===== src/rtl/mem_responder.sv =====
// Single-port synchronous memory responder with a power-on/requested clear sweep.
// Optional parity storage and checking is enabled by defining MEM_RESPONDER_PARITY_EN.
module mem_responder #(
  parameter int ADDR_WIDTH = 5,
  parameter int DATA_WIDTH = 8
) (
  input  logic                  clk,
  input  logic                  rst,
  input  logic                  read,
  input  logic                  write,
  input  logic [ADDR_WIDTH-1:0] addr,
  input  logic [DATA_WIDTH-1:0] data_in,
  output logic [DATA_WIDTH-1:0] data_out,
  output logic                  rd_valid,
  input  logic                  clear,
  output logic                  busy,
  output logic                  parity_err
);

  localparam int DEPTH = 1 << ADDR_WIDTH;
  localparam logic [ADDR_WIDTH-1:0] PTR_LAST = ADDR_WIDTH'(DEPTH - 1);

  localparam logic [0:0] ST_CLEAR = 1'b0;
  localparam logic [0:0] ST_IDLE  = 1'b1;

  logic [0:0]            state;
  logic [ADDR_WIDTH-1:0] ptr;
  logic [DATA_WIDTH-1:0] mem [DEPTH];

  // Bus semantics: read/write are single-cycle requests sampled at posedge and
  // accepted only in IDLE without clear; there is no stall, a busy cycle drops them.
  // read&write writes and returns data_in; a plain read returns data one cycle later.
  logic                  idle_req;
  logic                  acc_write;
  logic                  acc_read;
  logic                  mem_we;
  logic [ADDR_WIDTH-1:0] mem_waddr;
  logic [DATA_WIDTH-1:0] mem_wdata;

  always_comb begin
    idle_req  = (state == ST_IDLE) && !clear && !rst;
    acc_write = idle_req && write;
    acc_read  = idle_req && read && !write;
    mem_we    = 1'b0;
    mem_waddr = addr;
    mem_wdata = data_in;
    if (!rst) begin
      if (state == ST_CLEAR) begin
        mem_we    = 1'b1;
        mem_waddr = ptr;
        mem_wdata = '0;
      end else if (acc_write) begin
        mem_we = 1'b1;
      end
    end
  end

  assign busy = (state == ST_CLEAR);

  always_ff @(posedge clk) begin
    if (mem_we) mem[mem_waddr] <= mem_wdata;
  end

  always_ff @(posedge clk) begin
    if (rst) begin
      state    <= ST_CLEAR;
      ptr      <= '0;
      data_out <= '0;
      rd_valid <= 1'b0;
    end else begin
      rd_valid <= 1'b0;
      case (state)
        ST_CLEAR: begin
          // Pointer leaves through the state exit, never by wrapping.
          if (ptr == PTR_LAST) begin
            state <= ST_IDLE;
            ptr   <= '0;
          end else begin
            ptr <= ptr + ADDR_WIDTH'(1);
          end
        end
        default: begin
          if (clear) begin
            state <= ST_CLEAR;
            ptr   <= '0;
          end else if (acc_write && read) begin
            data_out <= data_in;
            rd_valid <= 1'b1;
          end else if (acc_read) begin
            data_out <= mem[addr];
            rd_valid <= 1'b1;
          end
        end
      endcase
    end
  end

`ifdef MEM_RESPONDER_PARITY_EN
  logic par_mem [DEPTH];

  always_ff @(posedge clk) begin
    if (mem_we) par_mem[mem_waddr] <= (state == ST_CLEAR) ? 1'b0 : ^data_in;
  end

  always_ff @(posedge clk) begin
    if (rst) begin
      parity_err <= 1'b0;
    end else if (acc_write && read) begin
      parity_err <= 1'b0;
    end else if (acc_read) begin
      parity_err <= par_mem[addr] != ^mem[addr];
    end
  end
`else
  assign parity_err = 1'b0;
`endif

endmodule


===== config.mk =====
export PLATFORM = sky130hd
export DESIGN_NAME = mem_responder
export DESIGN_NICKNAME = d
export VERILOG_FILES = /design/src/rtl/mem_responder.sv
export SDC_FILE = /design/constraint.sdc
export NUM_CORES = 1
export LEC_CHECK = 0
export CORE_ASPECT_RATIO = 0.6
export CORE_MARGIN = 2
export CORE_UTILIZATION = 45
export CTS_CLUSTER_DIAMETER = 30
export CTS_CLUSTER_SIZE = 24
export DETAILED_ROUTE_END_ITERATION = 8
export PLACE_DENSITY = 0.68
export SLEW_MARGIN = 20
export SYNTH_ARGS = -nofsm -noshare
export SYNTH_HDL_FRONTEND = slang
export SYNTH_SLANG_ARGS = --single-unit

===== constraint.sdc =====
create_clock -name clk -period 1.98 [get_ports clk]
set_input_delay 0.198 -clock clk [delete_from_list [all_inputs] [get_ports clk]]
set_output_delay 0.198 -clock clk [all_outputs]
set_load 0.01 [all_outputs]

## Word-level counts from Yosys, hierarchy flattened

Memories as Yosys holds them, arrays and structs flattened. A register that Yosys moved wholly into a read port is not among the register bits.
Index checks and enable logic that the tools add are counted.

- Bits in registers: 7
- Bits in writable memories: 256
- Output and inout bits: 11
- Word-level logic and storage cells: 38
- Memories kept: 1

- Add/sub/neg operators: 1
- Equality and inequality tests: 2
- Muxes and demuxes: 17
- Bitwise operators: 2
- Reductions and logical operators: 12

Memories:

| memory | words | bits a word | read ports | clocked after Yosys merged registers in | write ports | line | text |
|---|---|---|---|---|---|---|---|
| mem | 32 | 8 | 1 | 1 | 1 | 28 | `logic [DATA_WIDTH-1:0] mem [DEPTH];` |

Operators with widths:

| operator | count |
|---|---|
| $mux 5 | 5 |
| $mux 8 | 2 |
| $mux 1 | 10 |
| $logic_and 1x1->1 | 6 |
| $add 5x1->5 const B | 1 |
| $eq 5x5->1 const B | 1 |
| $logic_not 1->1 | 3 |
| $reduce_and 3->1 | 1 |
| $reduce_or 3->1 | 1 |
| $ne 2x2->1 const B | 1 |
| $not 1->1 | 2 |
| $reduce_bool 2->1 | 1 |

## Longest topological paths before layout

- Word-level depth: 9
- Gate-level depth with buffers: 8
- Depth with buffers taken out: 6

## Worst setup path before layout

OpenSTA, ideal clock, no wires.

- Path type: in2reg
- Start: input port addr[2]
- End: memory mem[14][0], enable pin
- Data arrival time: 1.668 ns
- Setup slack: -0.059 ns
- Stages on the path: 7
- Path through: buf_2 -> buf_1 -> buf_2 -> nand2_1 -> o21ai_0 -> nand2_1 -> nor2_1

- Word-level cells in the longest chain between the ends: 2

Ends and longest elaborated chain:

| element | line | text |
|---|---|---|
| start: declaration | 11 | `input logic [ADDR_WIDTH-1:0] addr,` |
| $mux 5 | 48 | `if (state == ST_CLEAR) begin` |
| $mux 5 (*) | 47 | `if (!rst) begin` |
| end: declaration | 28 |  |

Mark *: on every way between the ends. The rest lies on a longest branch, timed or not.

## Worst setup path after layout

- Start: register state
- End: memory mem[18][4], enable pin

- Word-level cells in the longest chain between the ends: 8
- Elaborated cells on any way between the ends: 10
- Classes of those cells: 7 x mux; 3 x reduce/logical

Ends and longest elaborated chain:

| element | line | text |
|---|---|---|
| start: declaration | 26 | `logic [0:0] state;` |
| start signal: assignment | 66 | `state <= ST_CLEAR;` |
| start signal: assignment | 76 | `state <= ST_IDLE;` |
| start signal: assignment | 84 | `state <= ST_CLEAR;` |
| $logic_and 1x1->1 (2 in series) | 41 | `idle_req = (state == ST_IDLE) && !clear && !rst;` |
| $logic_and 1x1->1 | 42 | `acc_write = idle_req && write;` |
| $mux 1 | 52 | `end else if (acc_write) begin` |
| $mux 1 | 48 |  |
| $mux 1 | 47 |  |
| $mux 1 | 61 | `if (mem_we) mem[mem_waddr] <= mem_wdata;` |
| $mux 1 (not written as such) | 61 |  |

Several ways; a longest one is shown, not always the timed one.

==> impl_table.tex <==
\begin{tabular}{lr}
\hline
Metric & Value \\
\hline
\multicolumn{2}{l}{\textbf{Status}} \\
\quad Outcome & finished clean \\
\multicolumn{2}{l}{\textbf{STA}} \\
\quad Min cycle time layout & 1.94 ns \\
\quad Worst Skew & $\sim$0.010 ns \\
\quad Finish-stage setup viols & 0 \\
\quad Final count of pins violating max slew & 0 \\
\quad Final hold violation count & 0 \\
\quad Ratio of final minimum period to clock period & 0.981 \\
\quad Max Freq & between 500 and 600 MHz \\
\quad Crit path setup slack, layout & 0.0381 ns \\
\quad Setup repair after global routing missed its margin & yes \\
\multicolumn{2}{l}{\textbf{Clock tree}} \\
\quad Hold-fix buffers at CTS & 0 \\
\quad Clock transition at the register clock pins on the worst setup and hold paths after CTS & 0.05 ns \\
\quad Clock Tree Root & sky130\_fd\_sc\_hd\_\_clkbuf\_16 \\
\quad TritonCTS sink count & roughly 270 \\
\quad Num CTS Buffers & 38 \\
\quad H-tree depth & 2 \\
\quad Clock tree from TritonCTS & built \\
\quad Clock latency on the worst-skew pair & between 0.5 and 0.6 ns \\
\quad Post-CTS setup-driven buffer insertion count & 0 \\
\quad Bufs on Longest Clock Path & 3 \\
\multicolumn{2}{l}{\textbf{Synthesis}} \\
\quad Count leader, synth & sky130\_fd\_sc\_hd\_\_edfxtp\_1 \\
\quad Number of nets in the synthesized netlist & 577 \\
\quad Number of synthesized flops with an enable pin & 256 \\
\quad Ranking of synthesized cells by instance count & sky130\_fd\_sc\_hd\_\_edfxtp\_1 (256), sky130\_fd\_sc\_hd\_\_mux4\_2 (51), sky130\_fd\_sc\_hd\_\_nor2\_1 (40) \\
\quad Most used flip-flop cell after synthesis & sky130\_fd\_sc\_hd\_\_edfxtp\_1 \\
\quad Synthesized area divided by synthesized cell count & 19.5 um2 \\
\quad Synth Warn \# & 0 \\
\quad Share of the synthesized area in the top cell type & 0.708 \\
\quad Synth Register Bits & roughly 270 \\
\quad Synth top area cells & sky130\_fd\_sc\_hd\_\_edfxtp\_1 (71\%), sky130\_fd\_sc\_hd\_\_mux4\_2 (11\%), sky130\_fd\_sc\_hd\_\_mux4\_1 (2.9\%) \\
\quad Sequential fraction of the synthesis area & 0.736 \\
\quad Share of synthesized registers carrying an async set or reset & 0 \\
\quad Summed instance area of the synthesized netlist & between 0.01 and 0.015 mm2 \\
\quad Synth cell types & 45 \\
\quad Cell count after synthesis & about 560 \\
\quad Library cell occupying the most area in the post-synthesis netlist & sky130\_fd\_sc\_hd\_\_edfxtp\_1 \\
\multicolumn{2}{l}{\textbf{Routing}} \\
\quad Initial DRC count & roughly 850 \\
\quad Mean number of vias per cell & 5.78 \\
\quad Total wire length & around 26,000 um \\
\quad Via Count & 5,974 \\
\quad Routed length per placed instance & approximately 25 um \\
\quad Iteration count of the initial detailed-routing pass & 5 \\
\quad Number of design rule violations left after detail routing & 0 \\
\quad Remaining number of nets flagged by the antenna check after routing & 0 \\
\multicolumn{2}{l}{\textbf{Global route}} \\
\quad Global routing usage summed across all routing layers & 0.211 \\
\quad Sum of overflow across all layers after global routing & 0 \\
\quad Number of antenna violations at the first check in global routing & 0 \\
\quad Maximum number of pins on one net before global-route repair & 33 \\
\quad Number of global-route vias before repair & 6,003 \\
\quad Global-route wire length before repair & approximately 39,000 um \\
\multicolumn{2}{l}{\textbf{Worst hold path}} \\
\quad WHS Path Cells & 5 \\
\quad Class of the tightest hold or removal check & primary input to flip-flop \\
\quad Startpoint of the tightest hold check path & addr[2] \\
\quad Min-Delay Endpoint & data\_out[0] \\
\multicolumn{2}{l}{\textbf{Setup path}} \\
\quad CP endpoint kind & flip-flop \\
\quad Worst R2R Setup Slack & between 0.03 and 0.04 ns \\
\quad CP max-delay cell & sky130\_fd\_sc\_hd\_\_dfxtp\_1 \\
\quad Data required time at the worst endpoint & about 2.2 ns \\
\quad Worst Setup Path Type & flip-flop to flip-flop \\
\quad CP arrival & 2.16 ns \\
\quad Origin of the critical flop-to-flop path & state \\
\quad Worst Path Max Fanout & 8 \\
\quad Depth of the worst register-to-register path & 6 \\
\quad Endpoint of the worst-slack reg-to-reg timing path & mem[18][4] \\
\quad CP Cell Sequence & or2\_4, or3\_1, o31ai\_1, nand2\_1, nor2\_1, buf\_6 \\
\quad Critical Path Start Type & flip-flop \\
\quad Crit path largest cell delay & between 0.3 and 0.4 ns \\
\multicolumn{2}{l}{\textbf{Power}} \\
\quad Power, Total & 13.7 mW \\
\quad Leakage power of the design & roughly 4.6 nW \\
\quad Power density of the placed cells & between 1000 and 1500 mW/mm2 \\
\quad Maximum vdd drop & between 0.0005 and 0.0006 V \\
\multicolumn{2}{l}{\textbf{Floorplanning}} \\
\quad Horiz. Die Dim & approximately 200 um \\
\quad Die Y-Extent & roughly 120 um \\
\quad Initial core utilization & 0.464 \\
\quad Core Area & 0.0234 mm2 \\
\quad Number of rows in the core area & 43 \\
\quad Die area & 0.0254 mm2 \\
\quad Top Ports & 29 \\
\multicolumn{2}{l}{\textbf{Final layout}} \\
\quad Number of nets in the final layout & about 700 \\
\quad Share of cells above drive strength 1 & 0.315 \\
\quad Utilization of the core after routing & 0.573 \\
\quad Number of diodes & 0 \\
\quad Post-synthesis to final-layout area growth & 23.5\% \\
\multicolumn{2}{l}{\textbf{Placement}} \\
\quad Pre-CTS WS & -0.355 ns \\
\quad Port Buf Inserts & 27 \\
\quad Dpl hpwl & about 18,000 um \\
\quad Weighted congestion at the end of routability-driven global placement & $\sim$0.9 \\
\multicolumn{2}{l}{\textbf{Job}} \\
\quad Number of max-cap violations & 0 \\
\hline
\end{tabular}
[layer usage]
layer | track usage | vias to the layer above | wire length (um)
li1 | - | 2564 | -
met1 | 0.323 | 3047 | 11600
met2 | 0.294 | 329 | 11000
met3 | 0.0767 | 34 | 3260
met4 | 0.0354 | 0 | 263
met5 | 0 | - | 0
[flip-flops by register name, summed over array words and instances, names as in the netlist]
name and flops:
data_out 8, mem 256, ptr 5, rd_valid 1, state 1
[kinds of logic (layout without fill, tap and decap cells)]
kind of cell    after synthesis  after routing  synth area share
compound gates               45             45            0.0284
fa+ha+maj                     2              2           0.00231
simple gates                110            110            0.0489
flops                       271            271             0.736
other cells                   1              1          0.000346
mux                          97             97             0.168
buf+inv                      31            192            0.0161
[worst max-delay path: cells and delay by family (launching register included)]
family | cells | cell delay, ns
AND/OR/NAND/NOR | 4 | 1.07
flip-flops | 1 | 0.32
buffers and inverters | 1 | 0.17
AO/OA/AOI/OAI | 1 | 0.10
[per-stage QoR]
stage | setup TNS [ns] | instance area [um2] | hold WS (ns) | cells
CTS | 0 | 13400 | 0.359 | 1033
global route | -0.491 | 13400 | 0.406 | 1033
finish | 0 | 13400 | 0.366 | 1033
global placement | -58.77 | 12100 | 0.514 | 964
floorplan | -7.86 | 10900 | 0.302 | 557
detailed placement | -75.84 | 12100 | 0.533 | 964
[where the power goes]
| part | switching, mW | internal (mW) | total, mW |
|---|---|---|---|
| logic | 0.425 | 0.316 | 0.741 |
| clock network | 2.52 | 4.10 | 6.63 |
| registers | 0.0211 | 6.33 | 6.35 |
[final cells by class]
type,instances,area [um2]
fill,1725,10000
sequential,271,7990
multi-input combinational,255,2700
timing repair buffer,121,1050
clock buffer,40,958
tap,315,394
clock inverter,29,300
inverter,2,7.51
[how the worst max path moves through the flow]
stage | startpoint | to | slack (ns) | cells after the start
floorplan | addr[2] | mem[14][0] | -0.06 | 7
global placement | rst | mem[19][3] | -0.31 | 7
detailed placement | rst | mem[18][3] | -0.36 | 7
CTS | state | busy | 0.04 | 4
global route | state | mem[19][3] | -0.04 | 6
finish | state | mem[18][4] | 0.04 | 6
[cell usage in the layout, fill, tap and decap left out, types with 7 or more instances in the layout]
master / n
sky130_fd_sc_hd__edfxtp_1: 256
sky130_fd_sc_hd__clkinv_1: 7
sky130_fd_sc_hd__nand2_1: 28
sky130_fd_sc_hd__mux2i_1: 20
sky130_fd_sc_hd__nand3b_1: 9
sky130_fd_sc_hd__clkdlybuf4s50_1: 23
sky130_fd_sc_hd__clkbuf_16: 38
sky130_fd_sc_hd__dfxtp_1: 15
sky130_fd_sc_hd__buf_4: 86
sky130_fd_sc_hd__mux4_1: 12
sky130_fd_sc_hd__and2_1: 9
sky130_fd_sc_hd__a21oi_1: 9
sky130_fd_sc_hd__mux4_2: 51
sky130_fd_sc_hd__mux2_2: 13
sky130_fd_sc_hd__nor2_1: 38
[what timing repair did]
item,CTS,global route
pin swaps,2,2
setup endpoints to repair,30,161
gates resized for setup,2,7
Note: power is estimated with default switching activity, not from simulation.
